--- config.mk ---
export PLATFORM = sky130hd
export DESIGN_NAME = zoom_bilinear
export DESIGN_NICKNAME = d
export VERILOG_FILES = /design/src/rtl/zoom_bilinear.sv
export SDC_FILE = /design/constraint.sdc
export NUM_CORES = 1
export LEC_CHECK = 0
export CAP_MARGIN = 10
export CORE_MARGIN = 10
export CORE_UTILIZATION = 29
export CTS_CLUSTER_DIAMETER = 40
export CTS_CLUSTER_SIZE = 10
export DETAILED_ROUTE_END_ITERATION = 8
export SLEW_MARGIN = 40
export SYNTH_ARGS = -nofsm -noshare
export SYNTH_HDL_FRONTEND = slang
export SYNTH_SLANG_ARGS = --single-unit
--- constraint.sdc ---
create_clock -name clk -period 9.8 [get_ports clk]
set_input_delay 0.98 -clock clk [delete_from_list [all_inputs] [get_ports clk]]
set_output_delay 0.98 -clock clk [all_outputs]
set_load 0.02 [all_outputs]
--- src/rtl/zoom_bilinear.sv ---
// Four-stage bilinear interpolation kernel with valid/ready flow control.
// Optional macro ZOOM_BILINEAR_ROUND_EN selects round-half-up instead of floor.
module zoom_bilinear #(
  parameter int PW = 6,
  parameter int FW = 4
) (
  input  logic          clk,
  input  logic          rst_n,
  input  logic          in_valid,
  output logic          in_ready,
  input  logic [FW-1:0] dx,
  input  logic [FW-1:0] dy,
  input  logic [PW-1:0] pixel_1,
  input  logic [PW-1:0] pixel_2,
  input  logic [PW-1:0] pixel_3,
  input  logic [PW-1:0] pixel_4,
  output logic          out_valid,
  input  logic          out_ready,
  output logic [PW-1:0] pout
);

  localparam int MW  = PW + FW + 1;
  localparam int AAW = PW + FW + 3;
  localparam int MMW = PW + 2*FW + 2;
  localparam int AW  = PW + 2*FW + 3;

`ifdef ZOOM_BILINEAR_ROUND_EN
  localparam logic [AW-1:0] RND = AW'(1) << (2*FW - 1);
`else
  localparam logic [AW-1:0] RND = '0;
`endif

  logic en;
  logic v1, v2, v3;

  logic signed [PW:0]   d21_1, d31_1;
  logic signed [PW+1:0] d4_1;
  logic [FW-1:0]        dx_1, dy_1;
  logic [PW-1:0]        p1_1;

  logic signed [MW-1:0] m21_2, m31_2;
  logic [2*FW-1:0]      dxy_2;
  logic signed [PW+1:0] d4_2;
  logic [PW-1:0]        p1_2;

  logic signed [AAW-1:0] a_3;
  logic signed [MMW-1:0] m_3;

  logic signed [PW:0]    d21_n, d31_n;
  logic signed [PW+1:0]  d4_n;
  logic signed [MW-1:0]  m21_n, m31_n;
  logic [2*FW-1:0]       dxy_n;
  logic signed [AAW-1:0] a_n;
  logic signed [MMW-1:0] m_n;
  logic signed [AW-1:0]  acc_sum;
  logic                  unused_acc;

  assign en       = out_ready || !out_valid;
  assign in_ready = en;

  // Operands are zero- or sign-extended to the product width so no term truncates.
  always_comb begin
    d21_n = $signed({1'b0, pixel_2}) - $signed({1'b0, pixel_1});
    d31_n = $signed({1'b0, pixel_3}) - $signed({1'b0, pixel_1});
    d4_n  = $signed({2'b00, pixel_4}) + $signed({2'b00, pixel_1})
          - $signed({2'b00, pixel_2}) - $signed({2'b00, pixel_3});

    m21_n = $signed({{FW{d21_1[PW]}}, d21_1}) * $signed({{(PW+1){1'b0}}, dx_1});
    m31_n = $signed({{FW{d31_1[PW]}}, d31_1}) * $signed({{(PW+1){1'b0}}, dy_1});
    dxy_n = {{FW{1'b0}}, dx_1} * {{FW{1'b0}}, dy_1};

    a_n = $signed({3'b000, p1_2, {FW{1'b0}}})
        + $signed({{2{m21_2[MW-1]}}, m21_2})
        + $signed({{2{m31_2[MW-1]}}, m31_2});
    m_n = $signed({{(2*FW){d4_2[PW+1]}}, d4_2}) * $signed({{(PW+2){1'b0}}, dxy_2});

    acc_sum = $signed({a_3, {FW{1'b0}}}) + $signed({m_3[MMW-1], m_3}) + $signed(RND);
  end

  assign unused_acc = ^{acc_sum[2*FW-1:0], acc_sum[AW-1:2*FW+PW]};

  always_ff @(posedge clk or negedge rst_n) begin
    if (!rst_n) begin
      v1        <= 1'b0;
      v2        <= 1'b0;
      v3        <= 1'b0;
      out_valid <= 1'b0;
      pout      <= '0;
      d21_1     <= '0;
      d31_1     <= '0;
      d4_1      <= '0;
      dx_1      <= '0;
      dy_1      <= '0;
      p1_1      <= '0;
      m21_2     <= '0;
      m31_2     <= '0;
      dxy_2     <= '0;
      d4_2      <= '0;
      p1_2      <= '0;
      a_3       <= '0;
      m_3       <= '0;
    end else if (en) begin
      v1        <= in_valid;
      v2        <= v1;
      v3        <= v2;
      out_valid <= v3;
      d21_1     <= d21_n;
      d31_1     <= d31_n;
      d4_1      <= d4_n;
      dx_1      <= dx;
      dy_1      <= dy;
      p1_1      <= pixel_1;
      m21_2     <= m21_n;
      m31_2     <= m31_n;
      dxy_2     <= dxy_n;
      d4_2      <= d4_1;
      p1_2      <= p1_1;
      a_3       <= a_n;
      m_3       <= m_n;
      if (v3) pout <= acc_sum[2*FW +: PW];
    end
  end

endmodule

==> results of run 1 <==
-- stage by stage --
step	hold slack [ps]	utilization, %	cell area, um2
2_1_floorplan	438.6	-	9732
3_3_place_gp	453.5	31.88	10610
3_5_place_dp	461.5	31.90	10620
4_1_cts	477.1	32.84	10930
5_1_grt	505.8	32.84	10930
6_report	470.7	32.84	10930
-- cells by family (layout without fill, tap and decap cells) --
group | count (synthesis) | in the layout | share of synthesized area [%]
AOI/OAI and AO/OA | 157 | 157 | 9.887
xor gates and xnor gates | 52 | 52 | 4.680
adders and majority gates | 200 | 200 | 32.19
buffers and inverters | 195 | 223 | 7.676
DFF | 108 | 108 | 27.77
and+or+nand+nor | 378 | 378 | 17.79
-- per-layer routing --
metal	vias up	wire length, um
met5	-	0
met4	0	282
met3	14	736
met2	99	9065
met1	3244	10470
li1	3508	-
-- area by class of cell --
type,instances,area [um2]
Multi-Input combinational cell,787,6290
Inverter,160,600.6
Timing Repair Buffer,47,461.7
Clock buffer,9,225.2
Sequential cell,108,2703
Tap cell,448,560.5
Fill cell,3484,22350
Clock inverter,7,88.84
-- flip-flops by register name, summed over array words and instances, names as in the netlist, 7 cells and up --
| register | count |
|---|---|
| dxy_2 | 8 |
| m31_2 | 10 |
| m21_2 | 10 |
| a_3 | 10 |
| d31_1 | 7 |
| d4_2 | 8 |
| m_3 | 10 |
| d21_1 | 7 |
| d4_1 | 8 |
-- worst min-delay path by stage --
stage | startpoint | end | cells past startpoint
3_5_place_dp | m_3[4]$_DFFE_PN0N_ | m_3[4]$_DFFE_PN0N_ | 2
3_3_place_gp | m_3[4]$_DFFE_PN0N_ | m_3[4]$_DFFE_PN0N_ | 2
5_1_grt | pout[1]$_DFFE_PN0P_ | pout[1]$_DFFE_PN0P_ | 1
2_1_floorplan | d4_1[0]$_DFFE_PN0N_ | d4_1[0]$_DFFE_PN0N_ | 2
4_1_cts | m_3[4]$_DFFE_PN0N_ | m_3[4]$_DFFE_PN0N_ | 2
6_report | m_3[4]$_DFFE_PN0N_ | m_3[4]$_DFFE_PN0N_ | 2
-- worst min-delay path, cell delays in order (launching register included) --
cell     delay [ps]
dfrtp_1         350
nand2_1          50
nand2_1          50
-- cell usage after synthesis, types with 2 or more instances --
master / n
nor3b_1: 2
o31ai_1: 14
nor2b_1: 9
a211oi_1: 3
a21oi_1: 50
nand2b_1: 7
xnor2_1: 35
and3_1: 6
a21o_1: 13
o21a_1: 7
o22ai_1: 2
o21ai_0: 42
a22o_1: 2
dfrtp_1: 108
nand4b_1: 2
inv_1: 160
buf_1: 2
fa_1: 84
a21boi_0: 3
and2_1: 84
nand3_1: 6
or3_1: 2
a31oi_1: 2
o21bai_1: 8
o311ai_0: 2
clkbuf_1: 28
buf_2: 3
xor2_1: 17
nor2_1: 46
nor3_1: 6
ha_1: 116
or4_1: 2
nand2_1: 205
-- layout by cell type, fill, tap and decap left out, types with 3 or more instances in the layout --
| master | instances |
|---|---|
| a211oi_1 | 3 |
| a21boi_0 | 3 |
| a21o_1 | 13 |
| a21oi_1 | 50 |
| and2_1 | 84 |
| and3_1 | 6 |
| buf_4 | 4 |
| clkbuf_16 | 9 |
| clkdlybuf4s50_1 | 42 |
| dfrtp_1 | 108 |
| fa_1 | 84 |
| ha_1 | 116 |
| inv_1 | 159 |
| inv_6 | 4 |
| nand2_1 | 205 |
| nand2b_1 | 7 |
| nand3_1 | 6 |
| nor2_1 | 46 |
| nor2b_1 | 8 |
| nor3_1 | 6 |
| o21a_1 | 7 |
| o21ai_0 | 42 |
| o21bai_1 | 8 |
| o31ai_1 | 14 |
| xnor2_1 | 35 |
| xor2_1 | 17 |
==> impl_metrics.json, run 1 <==
{
  "status": "complete, no violations",
  "netlist_top_cells_area": "dfrtp_1 (28%), fa_1 (17%), ha_1 (15%)",
  "syn_avg_cell_area_um2": 8.928,
  "final_hold_viol_count": 0,
  "worst-path-max-fanout": 9,
  "grt_pass1_wl_um": 36020,
  "netlist_instances": 1090,
  "ant_nets": 0,
  "finalCritPeriodShare_pct": 45.07,
  "cp-start-kind": "register",
  "synthFlopType": "dfrtp_1",
  "cp_cell_sequence": "and2_1, fa_1, inv_1, fa_1, inv_1, fa_1, inv_1, fa_1, inv_1, ha_1, a21oi_1, o22ai_1, o21a_1, o21a_1, o21a_1, o31ai_1",
  "die_h_um": 203.2,
  "path_class": "reg -> reg",
  "drive_gt1_share_pct": 2.326,
  "cts_root_buf": "clkbuf_16",
  "io_buffers": 43,
  "postCtsSetupRepairBufs": 0,
  "synth_edf_count": 0,
  "place_congestion": 0.8226,
  "fin_crit_ps": 4417,
  "drt-initial-drc-count": 298,
  "worst_pin_slew_ps": 754.9,
  "syn-cell-area_um2": 9732,
  "rr_endpoint": "m_3[11]$_DFFE_PN0N_",
  "fmax_mhz": 226.4,
  "nets": 1349,
  "clk_path_buf_depth": 2,
  "grt_pass1_vias": 7145,
  "post_drt_wl_per_cell_um": 13.13,
  "grt_max_degree": 80,
  "ys_ff_latch": 108,
  "cp.required_ps": 10070,
  "grt_antenna_before_repair": 0,
  "path_buf_inv": 4,
  "grt_usage_pct": 10.55,
  "cp_slowest_cell": "fa_1",
  "path_clk_slew_ps": 80,
  "layoutNonFillerInstCount": 1566,
  "cp-endpoint": "m_3[11]$_DFFE_PN0N_",
  "hpwl_um": 16360,
  "use_met3_pct": 2.205,
  "use_met2_pct": 16.66,
  "cts-hold-fix-buffers": 0,
  "cts_buffers": 9,
  "routed_wl_um": 20550,
  "core_area_um2": 33280,
  "reg2reg_depth": 16,
  "n_antenna_cell": 0,
  "clkSinkCount": 108,
  "dr.pass1.iters": 4,
  "critPathTopFamily": "adder cells",
  "clock_skew_ps": 14.09,
  "cts_tree": "built",
  "syn_to_final_growth_pct": 12.30,
  "setup_viol": 0,
  "vias_per_cell": 4.384,
  "syn_nets": 1326,
  "die_w_um": 203.2,
  "cts-htree-levels": 3,
  "synth_top_area_share_pct": 27.77,
  "initial_utilization_pct": 29.24,
  "overflow": 0,
  "cts_resized": 0,
  "startpoint": "dxy_2[3]$_DFFE_PN0N_",
  "drc": 0,
  "clkLatencyLatePin_ps": 360,
  "pre_cts_ws_ps": 5348,
  "synth_async_sr_flop_share_pct": 100.0,
  "path_depth": 16,
  "ys.warnings.count": 0,
  "relSlewSlack_pct": 49.67,
  "synthDistinctLibCells": 45,
  "seq_area_frac_synth_pct": 27.77,
  "rsz0062_at_grt": "false",
  "post-place-cells": 1550,
  "hp-class": "reg -> reg",
  "reg2reg_from": "dxy_2[3]$_DFFE_PN0N_",
  "setup_ws_ps": 5383,
  "rrSetupSlack_ps": 5380,
  "cpPeakStageDelay_ps": 530,
  "cp-end-kind": "register",
  "drv_slew": 0,
  "vias": 6865,
  "synth_top_area_cell": "dfrtp_1",
  "grt.busiest_layer": "met2",
  "num_rows": 67,
  "dieArea_um2": 41290,
  "io_pins": 44,
  "met1_usage_pct": 14.50,
  "maxCapViolations": 0,
  "arrival_ps": 4690,
  "fin_setup_tns_ps": 0
}
Power of run 1 is left out: the tool's default activity adds up to more than one toggle a clock period on the data nets, which glitch-free logic cannot reach.
==> run 2, diff against run 1 <==
clock period = 3.6 ns   (was 9.8 ns; I/O delays follow)
==> impl_metrics.json, run 2 (same netlist as run 1, synthesis figures left out) <==
{
  "fin_crit_ps": 4030,
  "grt_max_degree": 118,
  "status": "complete, but fails checks",
  "grt_pass1_wl_um": 35950,
  "cp.required_ps": 3870,
  "vias": 7065,
  "drc": 0,
  "num_rows": 67,
  "hp-class": "in -> async",
  "setup_ws_ps": -429.9,
  "drt-initial-drc-count": 268,
  "rsz0062_at_grt": "true",
  "fillers": 3437,
  "ant_nets": 0,
  "cp-start-kind": "register",
  "die_w_um": 203.2,
  "post_drt_wl_per_cell_um": 12.70,
  "cts_tree": "built",
  "layout_commonest_cell": "nand2_1",
  "routed_wl_um": 20700,
  "utilization_pct": 34.88,
  "worst_pin_slew_ps": 688.8,
  "cts-htree-levels": 3,
  "io_pins": 44,
  "nets": 1413,
  "overflow": 0,
  "cts_buffers": 9,
  "clock_skew_ps": 16.85,
  "drv_slew": 0,
  "worst-path-max-fanout": 7,
  "maxCapViolations": 0,
  "io_buffers": 43,
  "path_clk_slew_ps": 80,
  "dr.pass1.iters": 5,
  "final_hold_viol_count": 0,
  "relSlewSlack_pct": 54.08,
  "grt_usage_pct": 10.54,
  "dieArea_um2": 41290,
  "final_cell_mix": "nand2_1 (205), inv_1 (152), ha_1 (108), dfrtp_1 (96), fa_1 (81)",
  "place_congestion": 0.8480,
  "clk_path_buf_depth": 2,
  "path_class": "reg -> reg",
  "die_h_um": 203.2,
  "vias_per_cell": 4.334,
  "fmax_mhz": 248.1,
  "grt_pass1_vias": 7296,
  "failed_checks": "setup timing",
  "ff_latch_area_um2": 2718,
  "grt_antenna_before_repair": 0,
  "clkLatencyLatePin_ps": 360,
  "clkSinkCount": 108,
  "syn_to_final_growth_pct": 19.27,
  "hpwl_um": 16620,
  "drive_gt1_share_pct": 11.34,
  "cp-end-kind": "register",
  "multiInputGateArea_um2": 6440,
  "finalCritPeriodShare_pct": 111.9,
  "core_area_um2": 33280,
  "n_antenna_cell": 0,
  "initial_utilization_pct": 29.24,
  "setup_viol": 6,
  "arrival_ps": 4300,
  "cts_root_buf": "clkbuf_16"
}
-- run 2: changes by cell type in the layout (fill, tap and decap cells not counted), sizes merged --
| cell | delta |
|---|---|
| buf | +64 |
| inv | -2 |
| bufinv | +1 |
| clkbuf | +1 |
| clkinv | +1 |
| clkinvlp | -1 |
-- run 2: per-layer routing --
layer,track usage (%),wire length [um],vias to the layer above,part of all wire [%]
met5,0,0,-,0
met4,2.105,223,0,1.1
met3,2.269,768,15,3.7
met2,17.07,9366,93,45
met1,14.23,10340,3334,50
li1,-,-,3623,-
-- run 2: cell type report --
class                           count  share of cell area, %
Clock buffer                       10                  1.973
Tap cell                          448                  4.829
Inverter                          160                  5.174
Sequential cell                   108                  23.41
Clock inverter                      6                 0.8084
Timing Repair Buffer              111                  8.322
Multi-Input combinational cell    787                  55.48
-- run 2: path summary, 6_finish.rpt --
check	start	to	slack, ps	depth (start not counted)
max	dxy_2[3]$_DFFE_PN0N_	m_3[11]$_DFFE_PN0N_	-430	16
min	rst_n	pout[0]$_DFFE_PN0P_	30	1
max reg2reg	dxy_2[3]$_DFFE_PN0N_	m_3[11]$_DFFE_PN0N_	-430	16
min reg2reg	m_3[4]$_DFFE_PN0N_	m_3[4]$_DFFE_PN0N_	470	2
max in group asynchronous	rst_n	dx_1[3]$_DFFE_PN0N_	2490	2
min in group clk	m_3[4]$_DFFE_PN0N_	m_3[4]$_DFFE_PN0N_	470	2
-- run 2: repair_timing --
item,4_1_cts,5_1_grt
setup endpoints to repair,7,11
hold buffers,0,0
gates cloned,0,0
setup buffers,11,2
pin swaps,18,5
resized for setup,34,11
-- run 2: worst max-delay path: stages, from the launching register on --
cell	delay [ps]
dfrtp_2	470
and2_4	160
fa_2	520
inv_2	40
fa_1	470
inv_1	50
fa_1	470
inv_1	50
fa_1	490
inv_2	50
ha_4	230
a21oi_2	130
o22ai_2	80
o21a_1	200
o21a_1	200
o21a_1	170
o31ai_1	190
-- run 2: stage by stage --
stage	cells	cell area [um2]	hold slack (ps)	TNS, ps	setup slack, ps
after floorplan	1090	9768	64.41	-1079	-328.5
after global placement	1601	11030	447.3	-1842	-409.8
after detailed placement	1601	11030	457.3	-2336	-484.6
after CTS	1628	11570	65.19	-1665	-416.8
after global routing	1630	11610	87.04	-2934	-621.7
final	1630	11610	32.81	-1773	-429.9
Power of run 2 is left out for the same reason.
==> run 3, diff against run 2 <==
PLACE_DENSITY = 0.49   (was not set)
==> impl_metrics.json, run 3 (same netlist as run 1, synthesis figures left out) <==
{
  "status": "complete, but fails checks",
  "failed_checks": "setup timing",
  "relSlewSlack_pct": 52.87,
  "vias_per_cell": 4.283,
  "n_antenna_cell": 0,
  "reg2reg_depth": 16,
  "core_area_um2": 33280,
  "overflow": 0,
  "num_rows": 67,
  "place_congestion": 0.7853,
  "worst_pin_slew_ps": 706.9,
  "dr.pass1.iters": 4,
  "routed_wl_um": 21760,
  "cp_cell_sequence": "and2_4, fa_2, inv_2, fa_1, inv_1, fa_1, inv_1, fa_1, inv_2, ha_4, a21oi_2, o22ai_2, o21a_1, o21a_1, o21a_1, o31ai_1",
  "cts-htree-levels": 3,
  "worst-path-max-fanout": 4,
  "grt_usage_pct": 11.08,
  "ff_latch_area_um2": 2711,
  "cp.required_ps": 3870,
  "post_drt_wl_per_cell_um": 13.40,
  "clkSinkCount": 108,
  "syn_to_final_growth_pct": 18.60,
  "cp-start-kind": "register",
  "cts-hold-fix-buffers": 0,
  "grt_pass1_vias": 7411,
  "fin_area_um2": 11540,
  "hp-class": "in -> async",
  "clk_path_buf_depth": 2,
  "ant_nets": 0,
  "cts_root_buf": "clkbuf_16",
  "rsz0062_at_grt": "true",
  "fmax_mhz": 248.4,
  "grt_max_degree": 118,
  "utilization_pct": 34.68,
  "vias": 6955,
  "io_pins": 44,
  "drt-initial-drc-count": 247,
  "fillers": 3480,
  "initial_utilization_pct": 29.24,
  "dieArea_um2": 41290,
  "clock_skew_ps": 13.76,
  "arrival_ps": 4300,
  "path_depth": 16,
  "setup_viol": 7,
  "drc": 0,
  "placed_area_um2": 11060,
  "die_h_um": 203.2,
  "io_buffers": 43,
  "path_class": "reg -> reg",
  "cpPeakStageDelay_ps": 560,
  "final_hold_viol_count": 0,
  "cts_tree": "built",
  "cp-end-kind": "register",
  "layout_commonest_cell": "nand2_1",
  "nets": 1407,
  "drv_slew": 0,
  "finalCritPeriodShare_pct": 111.8,
  "final_cell_mix": "nand2_1 (205), inv_1 (155), ha_1 (113), dfrtp_1 (101), fa_1 (82)",
  "drive_gt1_share_pct": 9.694,
  "cp_slowest_cell": "fa_2",
  "fin_crit_ps": 4026,
  "cts_buffers": 9,
  "critPathTopFamily": "adder cells",
  "clkLatencyLatePin_ps": 360,
  "setup_ws_ps": -426.0,
  "grt_antenna_before_repair": 0,
  "maxCapViolations": 0,
  "multiInputGateArea_um2": 6397,
  "path_buf_inv": 4,
  "path_clk_slew_ps": 80,
  "hpwl_um": 17440,
  "grt_pass1_wl_um": 37820,
  "die_w_um": 203.2
}
-- run 3: layout make-up --
cell class | instances | area share (%)
tap | 448 | 4.856
sequential | 108 | 23.49
clock inverter | 7 | 0.9322
timing repair buffer | 105 | 8.130
inverter | 160 | 5.214
multi-input combinational | 787 | 55.43
clock buffer | 9 | 1.951
-- run 3: routing by layer --
layer	share of wire (%)	vias up	GRT usage (%)	wire length [um]
met5	0	-	0	0
met4	1.1	0	2.345	248
met3	2.6	17	1.888	567
met2	46	79	18.44	10040
met1	50	3240	14.80	10900
li1	-	3619	-	-
-- run 3: worst paths after layout --
path | from | slack [ps] | to
max | dxy_2[5]$_DFFE_PN0N_ | -430 | m_3[11]$_DFFE_PN0N_
min | rst_n | 50 | m31_2[6]$_DFFE_PN0N_
max reg2reg | dxy_2[5]$_DFFE_PN0N_ | -430 | m_3[11]$_DFFE_PN0N_
min reg2reg | v2$_DFFE_PN0N_ | 480 | v2$_DFFE_PN0N_
max in group asynchronous | rst_n | 2780 | d4_2[4]$_DFFE_PN0N_
min in group clk | v2$_DFFE_PN0N_ | 480 | v2$_DFFE_PN0N_
-- run 3: stage by stage --
stage               TNS, ps  worst slack, ps  cells  hold slack, ps
finish                -1854           -426.0   1624           45.63
global route          -3031           -599.7   1624           106.8
CTS                   -1958           -455.4   1624           65.23
detailed placement    -2288           -498.3   1602           461.1
global placement      -2115           -459.8   1602           452.3
floorplan             -1079           -328.5   1090           64.41
-- run 3: timing repair --
item | 4_1_cts | 5_1_grt
hold endpoints to repair | 0 | 0
endpoints found under the setup margin | 6 | 10
resized for setup | 19 | 8
pin swaps | 10 | 1
buffers inserted | 6 | 0
Power of run 3 is left out for the same reason.
==> patch 1: new RTL, settings of run 3 <==
Build with the macro `ZOOM_BILINEAR_ROUND_EN` defined.
--- a/src/rtl/zoom_bilinear.sv
+++ b/src/rtl/zoom_bilinear.sv
@@ -1,5 +1,7 @@
 // Four-stage bilinear interpolation kernel with valid/ready flow control.
 // Optional macro ZOOM_BILINEAR_ROUND_EN selects round-half-up instead of floor.
+`define ZOOM_BILINEAR_ROUND_EN
+
 module zoom_bilinear #(
   parameter int PW = 6,
   parameter int FW = 4
Function: changed (a bounded check fails within 10 cycles, from zero or initial values and one cycle with rst_n low).
==> patch 1 against run 3 <==
- the run still ends with negative setup slack left
- worst setup slack got worse by 80 ps
- design area increased by 1.9%
- routed wire length rose by 2.9%
- synthesized area is 1.1% higher
- sequential cell count did not move
- core utilization up 0.40 points
- largest cell class unchanged
- highest routed layer unchanged
Power is left out: the tool's default activity adds up to more than one toggle a clock period on the data nets, which glitch-free logic cannot reach.
==> patch 1: results (changes against run 3) <==
- The clock input transition at the sequential cells of the worst setup and hold paths was 80 ps (about the same).
- In this run the most critical hold path is launched from m31_2[3].
- Along the worst hold path, the cell count comes to 2.
- The worst-margin pin slew is 533 ps (-174 ps).
- The via-per-instance ratio is 4.36 (+1.7%).
- The most instantiated flip-flop cell in the synthesis netlist is dfrtp_1.
- The via count is 7,173 (+3.1%).
- The fraction of layout instances using a drive strength above 1 was 0.118 (+0.0207).
- The net total in the final layout is 1,438 (+2.2%).
- The part of the Yosys area used for sequential elements is 0.275 (-0.00304).
- The maximum buffer depth of the clock tree is 2 (unchanged).
- The worst slack at placement was -521 ps (-22.6 ps).
- The length in cells of the worst reg-to-reg path is 13 (-3).
- The worst-path maximum fanout is 7 (+3).
- The number of DRC violations after detailed-routing iteration 0 came to 253 (+2.4%).
- The count of endpoints failing setup in the final report is 7 (unchanged).
- The TritonCTS buffer count is 9 (unchanged).
- The count of yosys warnings during synthesis is 0 (unchanged).
- The setup skew after layout is 17.5 ps (+3.75 ps).
- The number of library cell types mapped by synthesis came to 45 (unchanged).
- The number of H-tree levels was 3 (unchanged).
- The xor/xnor cell area share of the yosys netlist was 0.0498 (+0.00305).
- The type of the worst min-delay path is register to register.
- The async set-reset flop share out of synthesis is 1.00 (unchanged).
- The wire length of the first global-routing pass is 38.5 mm (+1.8%).
- The critical path starts at d4_2[3].
- The cell sitting at the root of the clock tree is a clkbuf_16.
- The maximum number of pins on one net before global-route repair is 116 (-1.7%).
- The type of the worst setup path is register to register.
- The count of filler cells inserted in the layout was 3,532 (+1.5%).
- The via count of the first global-routing pass is 7,533 (+1.6%).
- By area the synthesized netlist is led by dfrtp_1 (27%), fa_1 (17%), ha_1 (16%), nand2_1 (7.6%), inv_1 (6.2%).
- The number of search-and-repair iterations in the first detailed-routing pass came to 4 (unchanged).
- The total nets after synthesis is 1,341 (+1.1%).
- The accumulated negative setup slack is -2380 ps (-525 ps).
- The checks that failed: negative setup slack.
- The total global-route track usage is 0.113 (+0.00195).
- The data arrival time of the worst path is 4380 ps (+80 ps).
- The placer's final routability congestion estimate came to 0.812 (+3.4%).
- The mux share of post-synthesis cell area came to 0 (unchanged).
- By count the netlist is led by nand2_1 (200), inv_1 (163), ha_1 (123).
- The number of instances in the synthesized netlist is 1,098 (+0.73%).
- The compound-cell area share of the yosys netlist is 0.0946 (-0.00426).
- The latest clock arrival within the worst-skew pair came to 360 ps (about the same).
- The placed cell area is 0.0113 mm² (+2.2%).
- The cell total after placement was 1,625 (+1.4%).
- The count of port buffers added during placement is 43 (unchanged).
- The post-route worst setup slack is -506 ps (-80.4 ps).
- The number of antenna diodes came to 0 (unchanged).
- The adder-cell share of the synthesized area is 0.327 (+0.00538).
- The estimated wirelength of the detail-placed design is 17.9 mm (+2.4%).
- The routed wire length per instance is 13.6 µm (+1.5%).
- The run finished, with violations left.
- The number of antenna violations at the first check in global routing is 0 (unchanged).
[patch 1: worst paths after layout]
| kind | to | slack, ps |
|---|---|---|
| hold / removal | m31_2[3] | 470 |
| setup reg to reg | m_3[12] | -510 |
| setup / recovery | m_3[12] | -510 |
| max in group asynchronous | dxy_2[3] | 2270 |
| min in group asynchronous | pout[0] | 520 |
| hold reg to reg | m31_2[3] | 470 |
[patch 1: final cells by class]
class                   instances  area (µm²)  area share
multi-input cells             795        6570       0.558
flip-flops and latches        108        2710       0.230
clock buffers                   9         225      0.0191
well taps                     448         561      0.0476
inverters                     163         613      0.0521
repair buffers                118        1040      0.0883
clock inverters                 6        50.0     0.00425
[patch 1: logic make-up (layout without fill, tap and decap cells)]
logic type      count (synthesis)  in the layout
flops                         108            108
compound gates                149            149
simple gates                  383            383
buf+inv                       195            296
xor+xnor                       56             56
fa+ha+maj                     207            207
[patch 1: critical path, stage by stage, from the launching register on]
cell,delay [ps]
dfrtp_2,450
buf_4,150
and2_1,140
fa_1,520
inv_1,50
fa_1,490
fa_1,440
fa_1,540
inv_1,40
ha_1,210
or3_1,360
o211a_1,250
o21a_1,180
o31ai_1,220
[patch 1: layer usage]
metal	up-vias	global-route usage	wire, µm
li1	3676	-	-
met1	3411	0.148	10900
met2	70	0.189	10600
met3	16	0.0203	616
met4	0	0.0241	280
met5	-	0	0
[patch 1: timing repair]
item | in CTS | in global routing
setup buffers | 2 | 5
endpoints found under the setup margin | 7 | 13
pin swaps | 3 | 17
hold buffers | 0 | 1
gates resized for setup | 5 | 34
hold endpoints to repair | 0 | 18
==> patch 2: new RTL, flow settings as in run 3 <==
Made on the original files. Make the reset (`rst_n`) synchronous in one clocked block.
--- a/src/rtl/zoom_bilinear.sv
+++ b/src/rtl/zoom_bilinear.sv
@@ -79,7 +79,7 @@
 
   assign unused_acc = ^{acc_sum[2*FW-1:0], acc_sum[AW-1:2*FW+PW]};
 
-  always_ff @(posedge clk or negedge rst_n) begin
+  always_ff @(posedge clk) begin
     if (!rst_n) begin
       v1        <= 1'b0;
       v2        <= 1'b0;
Function: changed (a bounded check fails within 10 cycles, from zero or initial values and one cycle with rst_n low; the reset may be asserted at any time).
==> patch 2 against run 3 <==
- the flow still finishes with violations (negative setup slack)
- first-iteration DRC count increased by 24%
- sequential cell count unchanged
- routed wire length increased by 9.2%
- highest routed layer unchanged
- core utilization increased by 0.77 points
- count of clock-buffer cells in the layout increased by 1
- synthesized area decreased by 0.94%
- design area increased by 0.44%
- worst setup slack improved by 290 ps
Power is left out: it rests on default switching activity, and per cell area and clock period it moved more than threefold.
==> patch 2: results (changes against run 3) <==
- The type of the worst min-delay path is register to register.
- The number of antenna violations at the first check in global routing is 0 (unchanged).
- The via-per-instance ratio came to 4.52 (+5.6%).
- The number of DRC violations after detailed-routing iteration 0 is 307 (+24%).
- The count of endpoints failing setup in the final report is 5 (-2).
- The number of H-tree levels is 3 (unchanged).
- The worst-margin pin slew is 694 ps (-12.9 ps).
- The reg-to-reg critical path endpoint is m_3[13].
- The number of instances in the synthesized netlist is 1,154 (+5.9%).
- The most instantiated flip-flop cell in the synthesis netlist is dfxtp_1.
- The worst slack at placement is -279 ps (+220 ps).
- The worst register-to-register path begins at d4_2[0].
- The placer's final routability congestion estimate was 0.820 (+4.4%).
- In this run the most critical hold path is launched from p1_1[3].
- The estimated wirelength of the detail-placed design is 18.4 mm (+5.3%).
- The setup skew after layout is 9.57 ps (-4.19 ps).
- The net total in the final layout is 1,468 (+4.3%).
- The clock input transition at the sequential cells of the worst setup and hold paths is 80 ps (about the same).
- The number of library cell types mapped by synthesis was 53 (+18%).
- The routed wire length per instance is 14.2 µm (+5.6%).
- The via count of the first global-routing pass is 7,524 (+1.5%).
- The worst-path cell with the longest stage delay is fa_1.
- The wire length reported by the detailed router is 23.8 mm (+9.2%).
- The cell total after placement is 1,654 (+3.2%).
- The fraction of layout instances using a drive strength above 1 came to 0.141 (+0.0445).
- By count the netlist is led by nand2_1 (171), inv_1 (158), ha_1 (116).
- The wire length of the first global-routing pass is 40.0 mm (+5.7%).
- The count of yosys warnings during synthesis is 0 (unchanged).
- The final reports fail on negative setup slack.
- The worst-path maximum fanout is 6 (+2).
- The number of search-and-repair iterations in the first detailed-routing pass came to 6 (+2).
- The accumulated negative setup slack is -396 ps (+1460 ps).
- The placed cell area is 0.0110 mm² (-0.61%).
- The total global-route track usage is 0.118 (+0.00744).
- The run finished, with violations left.
- The length in cells of the worst reg-to-reg path came to 15 (-1).
- The data arrival time of the worst path is 3970 ps (-330 ps).
- The delay contributed by the slowest stage of the critical path is 540 ps (-20 ps).
- The count of port buffers added during placement is 43 (unchanged).
- The total nets after synthesis came to 1,390 (+4.8%).
- The maximum buffer depth of the clock tree is 2 (unchanged).
- Sorting the synthesized cells by area gives the leading types as dfxtp_1 (22%), fa_1 (17%), ha_1 (15%), nand2_1 (6.7%), inv_1 (6.2%).
- The async set-reset flop share out of synthesis is 0 (-1.00).
- The post-route worst setup slack is -132 ps (+294 ps).
- The cell sitting at the root of the clock tree is a clkbuf_16.
- The maximum number of pins on one net before global-route repair is 113 (-4.2%).
- The worst-case hold slack was 456 ps (+410 ps).
- The part of the Yosys area used for sequential elements is 0.224 (-0.0534).
[patch 2: changes by cell type in the layout (fill, tap and decap cells not counted), sizes merged, moves of 12 or more]
cell	delta
nand2	-34
dfxtp	+108
nand3	+20
a211oi	+13
o31ai	-12
a21oi	+48
dfrtp	-108
[patch 2: cell type report]
class / instances / area, µm²
repair buffers: 116 / 1020
clock inverters: 6 / 56.3
multi-input cells: 838 / 6920
fillers: 3500 / 21100
flip-flops and latches: 108 / 2220
well taps: 442 / 553
inverters: 159 / 599
clock buffers: 10 / 229
[patch 2: logic make-up (layout without fill, tap and decap cells)]
family                     count (synthesis)  in the layout  share of synthesized area
buffers and inverters                    208            291                     0.0832
AOI/OAI and AO/OA                        200            200                      0.126
adders and majority gates                200            200                      0.325
xor gates and xnor gates                  47             47                     0.0427
and+or+nand+nor                          391            391                      0.199
DFF                                      108            108                      0.224
[patch 2: worst reg2reg max path: cells and delay by family (launching register included)]
kind                     cells  cell delay, ps
AND/OR/NAND/NOR              1              60
adder cells (fa/ha/maj)      5            2380
XOR/XNOR                     1             140
AO/OA/AOI/OAI                5             520
flip-flops                   1             390
buffers and inverters        3             140
[patch 2: timing repair]
item,CTS,global route
endpoints found under the setup margin,8,12
setup buffers,2,7
gates resized for setup,44,46
pin swaps,26,33
[patch 2: how the worst max path moves through the flow]
stage                         from      end  slack, ps
final                      d4_2[0]  m_3[13]       -130
after global routing       d4_2[0]  m_3[11]       -300
after CTS                  d4_2[2]  m_3[11]       -150
after detailed placement  dxy_2[2]  m_3[13]       -280
after global placement    dxy_2[2]  m_3[13]       -260
after floorplan           dxy_2[3]  m_3[11]         -2
[patch 2: per-layer routing]
layer / wire, µm / GRT usage
met1: 12400 / 0.173
met2: 10500 / 0.178
met3: 691 / 0.0202
met4: 197 / 0.0221
met5: 0 / 0
